File: src/rtl/regfile_pkg.sv
// Shared definitions for the gated register file.
//   - Default geometry constants (DATA_W / DEPTH / ADDR_W).
//   - Clear-sequencer state encoding.
package regfile_pkg;

  localparam int DEF_DATA_W = 32;
  localparam int DEF_ADDR_W = 5;
  localparam int DEF_DEPTH  = 32;

  // Clear sequencer: IDLE serves user traffic, CLEAR walks the array zeroing it.
  typedef enum logic [0:0] {
    IDLE  = 1'b0,
    CLEAR = 1'b1
  } state_t;

endpackage

File: src/rtl/and_gate_n.sv
// Vector AND with a single-bit enable: y = a when en = 1, otherwise all zero.
//   a   in  DATA_W  data to gate
//   en  in  1       enable
//   y   out DATA_W  gated data
module and_gate_n #(
  parameter int DATA_W = 32
) (
  input  logic [DATA_W-1:0] a,
  input  logic              en,
  output logic [DATA_W-1:0] y
);

  assign y = a & {DATA_W{en}};

endmodule

File: src/rtl/gated_regfile.sv
// Register file with one write port and two registered, enable-gated read ports,
// plus a clear sequencer that zeroes one entry per cycle.
//
// Ports:
//   clk             in   rising-edge clock
//   rst             in   asynchronous active-high reset (clears array, outputs, FSM)
//   we/waddr/wdata  in   write port; out-of-range or zero-register writes dropped
//   re1/raddr1      in   read port 1 request
//   rdata1          out  read port 1 data, one cycle after the request
//   re2/raddr2      in   read port 2 request
//   rdata2          out  read port 2 data, one cycle after the request
//   clr             in   one-cycle pulse that starts the clear sequence
//   busy            out  high while the clear sequence runs (exactly DEPTH cycles)
//
// Read timing: there is no handshake. A request presented on reN/raddrN at a
// rising edge is answered on rdataN right after that edge; a disabled port, an
// out-of-range or zero-register address, or any edge taken while clearing
// yields all-zero data.
//
// Build option: define REGFILE_BYPASS_EN to forward same-cycle write data to a
// read of the same writable address; without it such a read sees the old value.
module gated_regfile
  import regfile_pkg::*;
#(
  parameter int DATA_W   = DEF_DATA_W,
  parameter int DEPTH    = DEF_DEPTH,
  parameter int ADDR_W   = DEF_ADDR_W,
  parameter int ZERO_REG = 1
) (
  input  logic              clk,
  input  logic              rst,
  input  logic              we,
  input  logic [ADDR_W-1:0] waddr,
  input  logic [DATA_W-1:0] wdata,
  input  logic              re1,
  input  logic [ADDR_W-1:0] raddr1,
  output logic [DATA_W-1:0] rdata1,
  input  logic              re2,
  input  logic [ADDR_W-1:0] raddr2,
  output logic [DATA_W-1:0] rdata2,
  input  logic              clr,
  output logic              busy
);

  // One extra bit so DEPTH == 2**ADDR_W is representable in the range compare.
  localparam logic [ADDR_W:0]   DEPTH_X = (ADDR_W+1)'(DEPTH);
  localparam logic [ADDR_W-1:0] LAST    = ADDR_W'(DEPTH - 1);

  state_t              state;
  logic [ADDR_W-1:0]   cnt;
  logic [DATA_W-1:0]   mem [DEPTH];

  logic                clearing;
  logic                wr_ok;
  logic [DATA_W-1:0]   rd1_raw, rd2_raw;
  logic [DATA_W-1:0]   rd1_src, rd2_src;
  logic [DATA_W-1:0]   rd1_g, rd2_g;
  logic                en1, en2;

  // An address is live when it is inside the array and is not the hardwired zero.
  function automatic logic live_addr(input logic [ADDR_W-1:0] a);
    return ({1'b0, a} < DEPTH_X) && !((ZERO_REG != 0) && (a == '0));
  endfunction

  assign clearing = (state == CLEAR);
  assign busy     = clearing;
  assign wr_ok    = we && !clearing && live_addr(waddr);

  always_comb begin
    rd1_raw = '0;
    rd2_raw = '0;
    if (live_addr(raddr1)) rd1_raw = mem[raddr1];
    if (live_addr(raddr2)) rd2_raw = mem[raddr2];
  end

`ifdef REGFILE_BYPASS_EN
  // wr_ok already excludes zero-register, out-of-range and clearing cases.
  assign rd1_src = (wr_ok && (raddr1 == waddr)) ? wdata : rd1_raw;
  assign rd2_src = (wr_ok && (raddr2 == waddr)) ? wdata : rd2_raw;
`else
  assign rd1_src = rd1_raw;
  assign rd2_src = rd2_raw;
`endif

  // Clearing overrides the read enables so both ports read zero during the sweep.
  assign en1 = re1 && !clearing;
  assign en2 = re2 && !clearing;

  and_gate_n #(.DATA_W(DATA_W)) u_gate1 (.a(rd1_src), .en(en1), .y(rd1_g));
  and_gate_n #(.DATA_W(DATA_W)) u_gate2 (.a(rd2_src), .en(en2), .y(rd2_g));

  always_ff @(posedge clk or posedge rst) begin
    if (rst) begin
      rdata1 <= '0;
      rdata2 <= '0;
    end else begin
      rdata1 <= rd1_g;
      rdata2 <= rd2_g;
    end
  end

  // Array and clear sequencer share one process: user writes only happen in
  // IDLE and sweep writes only in CLEAR, so the two never collide.
  always_ff @(posedge clk or posedge rst) begin
    if (rst) begin
      state <= IDLE;
      cnt   <= '0;
      for (int i = 0; i < DEPTH; i++) mem[i] <= '0;
    end else begin
      case (state)
        IDLE: begin
          // A write in the same cycle as clr still lands; the sweep erases it later.
          if (wr_ok) mem[waddr] <= wdata;
          if (clr) begin
            state <= CLEAR;
            cnt   <= '0;
          end
        end
        CLEAR: begin
          mem[cnt] <= '0;
          // Terminate on DEPTH-1 rather than counter wrap so any DEPTH works.
          if (cnt == LAST) begin
            state <= IDLE;
            cnt   <= '0;
          end else begin
            cnt <= cnt + ADDR_W'(1);
          end
        end
        default: begin
          state <= IDLE;
          cnt   <= '0;
        end
      endcase
    end
  end

endmodule

File: config.mk
export PLATFORM = sky130hd
export DESIGN_NAME = gated_regfile
export DESIGN_NICKNAME = d
export VERILOG_FILES = /design/src/rtl/regfile_pkg.sv /design/src/rtl/and_gate_n.sv /design/src/rtl/gated_regfile.sv
export SDC_FILE = /design/constraint.sdc
export NUM_CORES = 2
export LEC_CHECK = 0
export CORE_MARGIN = 4
export CORE_UTILIZATION = 45
export CTS_BUF_LIST = sky130_fd_sc_hd__clkbuf_2
export DETAILED_ROUTE_END_ITERATION = 8
export GPL_ROUTABILITY_DRIVEN = 0
export GPL_TIMING_DRIVEN = 0
export HOLD_SLACK_MARGIN = 0.06
export PLACE_DENSITY_LB_ADDON = 0.2
export SETUP_SLACK_MARGIN = 0.1
export SLEW_MARGIN = 10
export SYNTH_ARGS = -nofsm -noshare
export SYNTH_HDL_FRONTEND = slang
export SYNTH_SLANG_ARGS = --single-unit
File: constraint.sdc
create_clock -name clk -period 81.3 [get_ports clk]
set_input_delay 24.39 -clock clk [delete_from_list [all_inputs] [get_ports clk]]
set_output_delay 24.39 -clock clk [all_outputs]
set_load 0.01 [all_outputs]
==> reports/results.ini <==
[clock_network]
cts_made_buffers=311
ctsHoldBuffers=0
cts_sinks=1094
postCtsSetupBuffers=0
cts_tree=done
insertion_delay_ns=1.85
ctsResizeCount=0
htreeDepth=5
clk_pin_slew_worst_paths_ns=0.10
cts-root-buf=clkbuf_2
clock_path_buffers=4

[timing]
rsz0062_at_grt=false
setup_tns_ns=0
tightest_slew_ns=1.586
slew_viol_final=2
fin_crit_ns=27.25
max_freq_ghz=0.03670
relSlewSlack_pct=-5.723
finalHoldViolations=0
clock_skew_ns=0.2005
final.period_utilization_pct=33.52
setup_viol=0

[cells_and_area]
nFillCells=10850
nets=4711
area_growth_pct=11.06
multi_input_area_sq_um=25020
layout-drive-gt1-share_pct=19.48
utilization_pct=50.50
ff_latch_area_sq_um=27380

[grt]
grt_pass1_wl_mm=373.5
grt_max_degree=116
antenna_found_initial=26
grt_use_total_pct=42.71
grt_pass1_vias=46430
grt_overflow=0

[power_and_ir_drop]
intPower_w=0.0009046
sw_frac_of_total_pct=36.95
pwr-share-clk_pct=28.1
power.share.sequential_pct=48.4
leakage_nw=28.45
p_comb_share_pct=23.5
net-switching-power_w=0.0005301
power_w=0.001435
pwr_density_cell_nw_per_um2=23.62
peakVddDrop_mv=0.01607

[floorplanning]
start_util_pct=45.47
coreArea_sq_um=120300
die_y_um=356.6
design.die.area_sq_um=127200
io_pins=118
num_rows=127
die_w_um=356.6

[drt]
final_antenna_net_count=0
dr.pass1.iters=9
via_per_inst=7.497
drt_iter0_drc=9414
post_drt_wl_per_cell_um=42.75
num_vias=48620
route.detailed.drc=61
routed_wl_mm=277.2

[synthesis]
ys_seq_area_share_pct=50.05
syn_inst=4214
syn_area_sq_um=54700
synthDistinctLibCells=50
ys_ff_latch=1094
avgSynthCellArea_sq_um=12.98
synth_edf_count=0
async_flop_share_pct=100.0
ys_warn_count=0
synth_flop_cell=dfrtp_1
postSynthNetCount=4272

[placement]
place_hpwl_mm=190.3
port_buffers=113

[worst_setup_path]
arrival_ns=28.63
start_kind=input pin
cp_top_family=buffers and inverters
crit_path_max_fanout=10
critPathBufInv=4
path_cells=clkdlybuf4s50_1, buf_2, buf_2, buf_2, mux2i_1, a22oi_1, nand3_1, nand4_1
cp_common_cell=buf_2
critPathMaxStageDelay_ns=0.83
required_ns=82.68
critPathCaptureType=register
cpMaxStageDelayCell=clkdlybuf4s50_1
path_class=input pin to register

[run_status]
failed_checks=DRC, capacitance limit, slew limit
status=finished, violations left

[job]
max_cap_viol_count=1

[min_path]
hold_class=register to register

-- cell usage after synthesis (4+ instances only) --
library cell | instances | area share [%]
inv_1 | 9 | 0.062
mux4_2 | 254 | 10
a22o_1 | 992 | 16
mux2i_1 | 516 | 9.4
dfrtp_1 | 1094 | 50
and3_1 | 68 | 0.78
buf_1 | 15 | 0.10
a21oi_1 | 57 | 0.52
buf_4 | 26 | 0.36
buf_6 | 5 | 0.10
a31oi_1 | 32 | 0.37
nor2b_1 | 12 | 0.14
nor2_4 | 7 | 0.14
nor2_1 | 26 | 0.18
a21oi_2 | 5 | 0.080
nor2_2 | 8 | 0.092
nor3_1 | 6 | 0.055
ha_1 | 5 | 0.11
nand3b_1 | 4 | 0.055
a22oi_1 | 315 | 4.3
buf_2 | 137 | 1.3
clkbuf_1 | 339 | 2.3
nand2_1 | 7 | 0.048
nand4_1 | 65 | 0.74
nand3_1 | 133 | 1.2
and2_1 | 39 | 0.45
-- worst paths after layout --
| check | startpoint | end | slack [ns] | cells after the start |
|---|---|---|---|---|
| min in group asynchronous | rst | mem[148] | 23.13 | 2 |
| min reg2reg | mem[995] | mem[995] | 0.52 | 1 |
| max in group asynchronous | rst | mem[577] | 56.36 | 5 |
| max reg2reg | busy | rdata1[4] | 77.06 | 6 |
| min | mem[995] | mem[995] | 0.52 | 1 |
| max | raddr2[2] | rdata2[28] | 54.05 | 8 |
-- worst register-to-register path: stages, from the launching register on --
cell and delay (ns):
dfrtp_1 0.52, clkbuf_1 0.28, nor4bb_1 1.03, clkbuf_1 0.31, clkbuf_1 0.73, nand3_1 0.83
nand4_1 0.45
-- final cells by class --
cell class / count / share of cell area [%]
antenna: 32 / 0.1318
buffer: 522 / 3.751
clock buffer: 460 / 3.790
clock inverter: 41 / 0.2636
inverter: 9 / 0.06797
multi-input combinational: 2589 / 41.19
sequential: 1094 / 45.07
tap: 1612 / 3.320
timing repair buffer: 126 / 2.424
-- state kept, by name, summed over array words and instances (netlist names) --
register	cells
rdata2	32
rdata1	32
cnt	5
mem	1024
busy	1
-- layout by cell type, fill, tap and decap left out, types with 113 or more instances in the layout --
cell             netlist  layout
a22o_1               992     992
buf_2                137     137
mux2i_1              516     516
mux4_2               254     254
dfrtp_1             1094    1094
clkbuf_1             339     329
a22oi_1              315     315
nand3_1              133     133
clkdlybuf4s50_1        0     113
clkbuf_2               0     470
-- power groups by stage --
| stage | Combinational [W] | Sequential [W] | Clock, W |
|---|---|---|---|
| 2_1_floorplan | 0.000206 | 0.000680 | 0 |
| 3_3_place_gp | 0.000310 | 0.000698 | 0 |
| 3_5_place_dp | 0.000317 | 0.000698 | 0 |
| 4_1_cts | 0.000318 | 0.000689 | 0.000398 |
| 5_1_grt | 0.000342 | 0.000701 | 0.000424 |
| 6_report | 0.000337 | 0.000695 | 0.000403 |
-- cell families (layout without fill, tap and decap cells) --
group / after synthesis / count (layout) / synth area share [%]
other: 0 / 32 / 0
AND/OR/NAND/NOR: 396 / 396 / 4.287
multiplexers: 772 / 772 / 19.94
AO/OA/AOI/OAI: 1414 / 1414 / 21.37
buffers and inverters: 531 / 1158 / 4.204
flip-flops: 1094 / 1094 / 50.05
adder cells (fa/ha/maj): 5 / 5 / 0.1144
XOR/XNOR: 2 / 2 / 0.03203
-- per-layer routing --
metal | track usage [%] | share of wire, %
met5 | 7.849 | 0.37
met4 | 31.08 | 9.5
met3 | 26.95 | 18
met2 | 54.93 | 38
met1 | 50.45 | 34
-- metrics by stage --
stage / worst slack, ns / hold slack, ns / std cells / instance area, sq um
floorplan: 26.11 / 0.4666 / 4214 / 54700
global placement: 12.42 / 0.4823 / 5939 / 57840
detailed placement: 53.01 / 0.4891 / 5951 / 58180
CTS: 53.99 / 0.5209 / 6452 / 60650
global route: 54.02 / 0.5359 / 6460 / 60690
finish: 54.05 / 0.5194 / 6485 / 60750
Power figures use the tool's default switching activity.
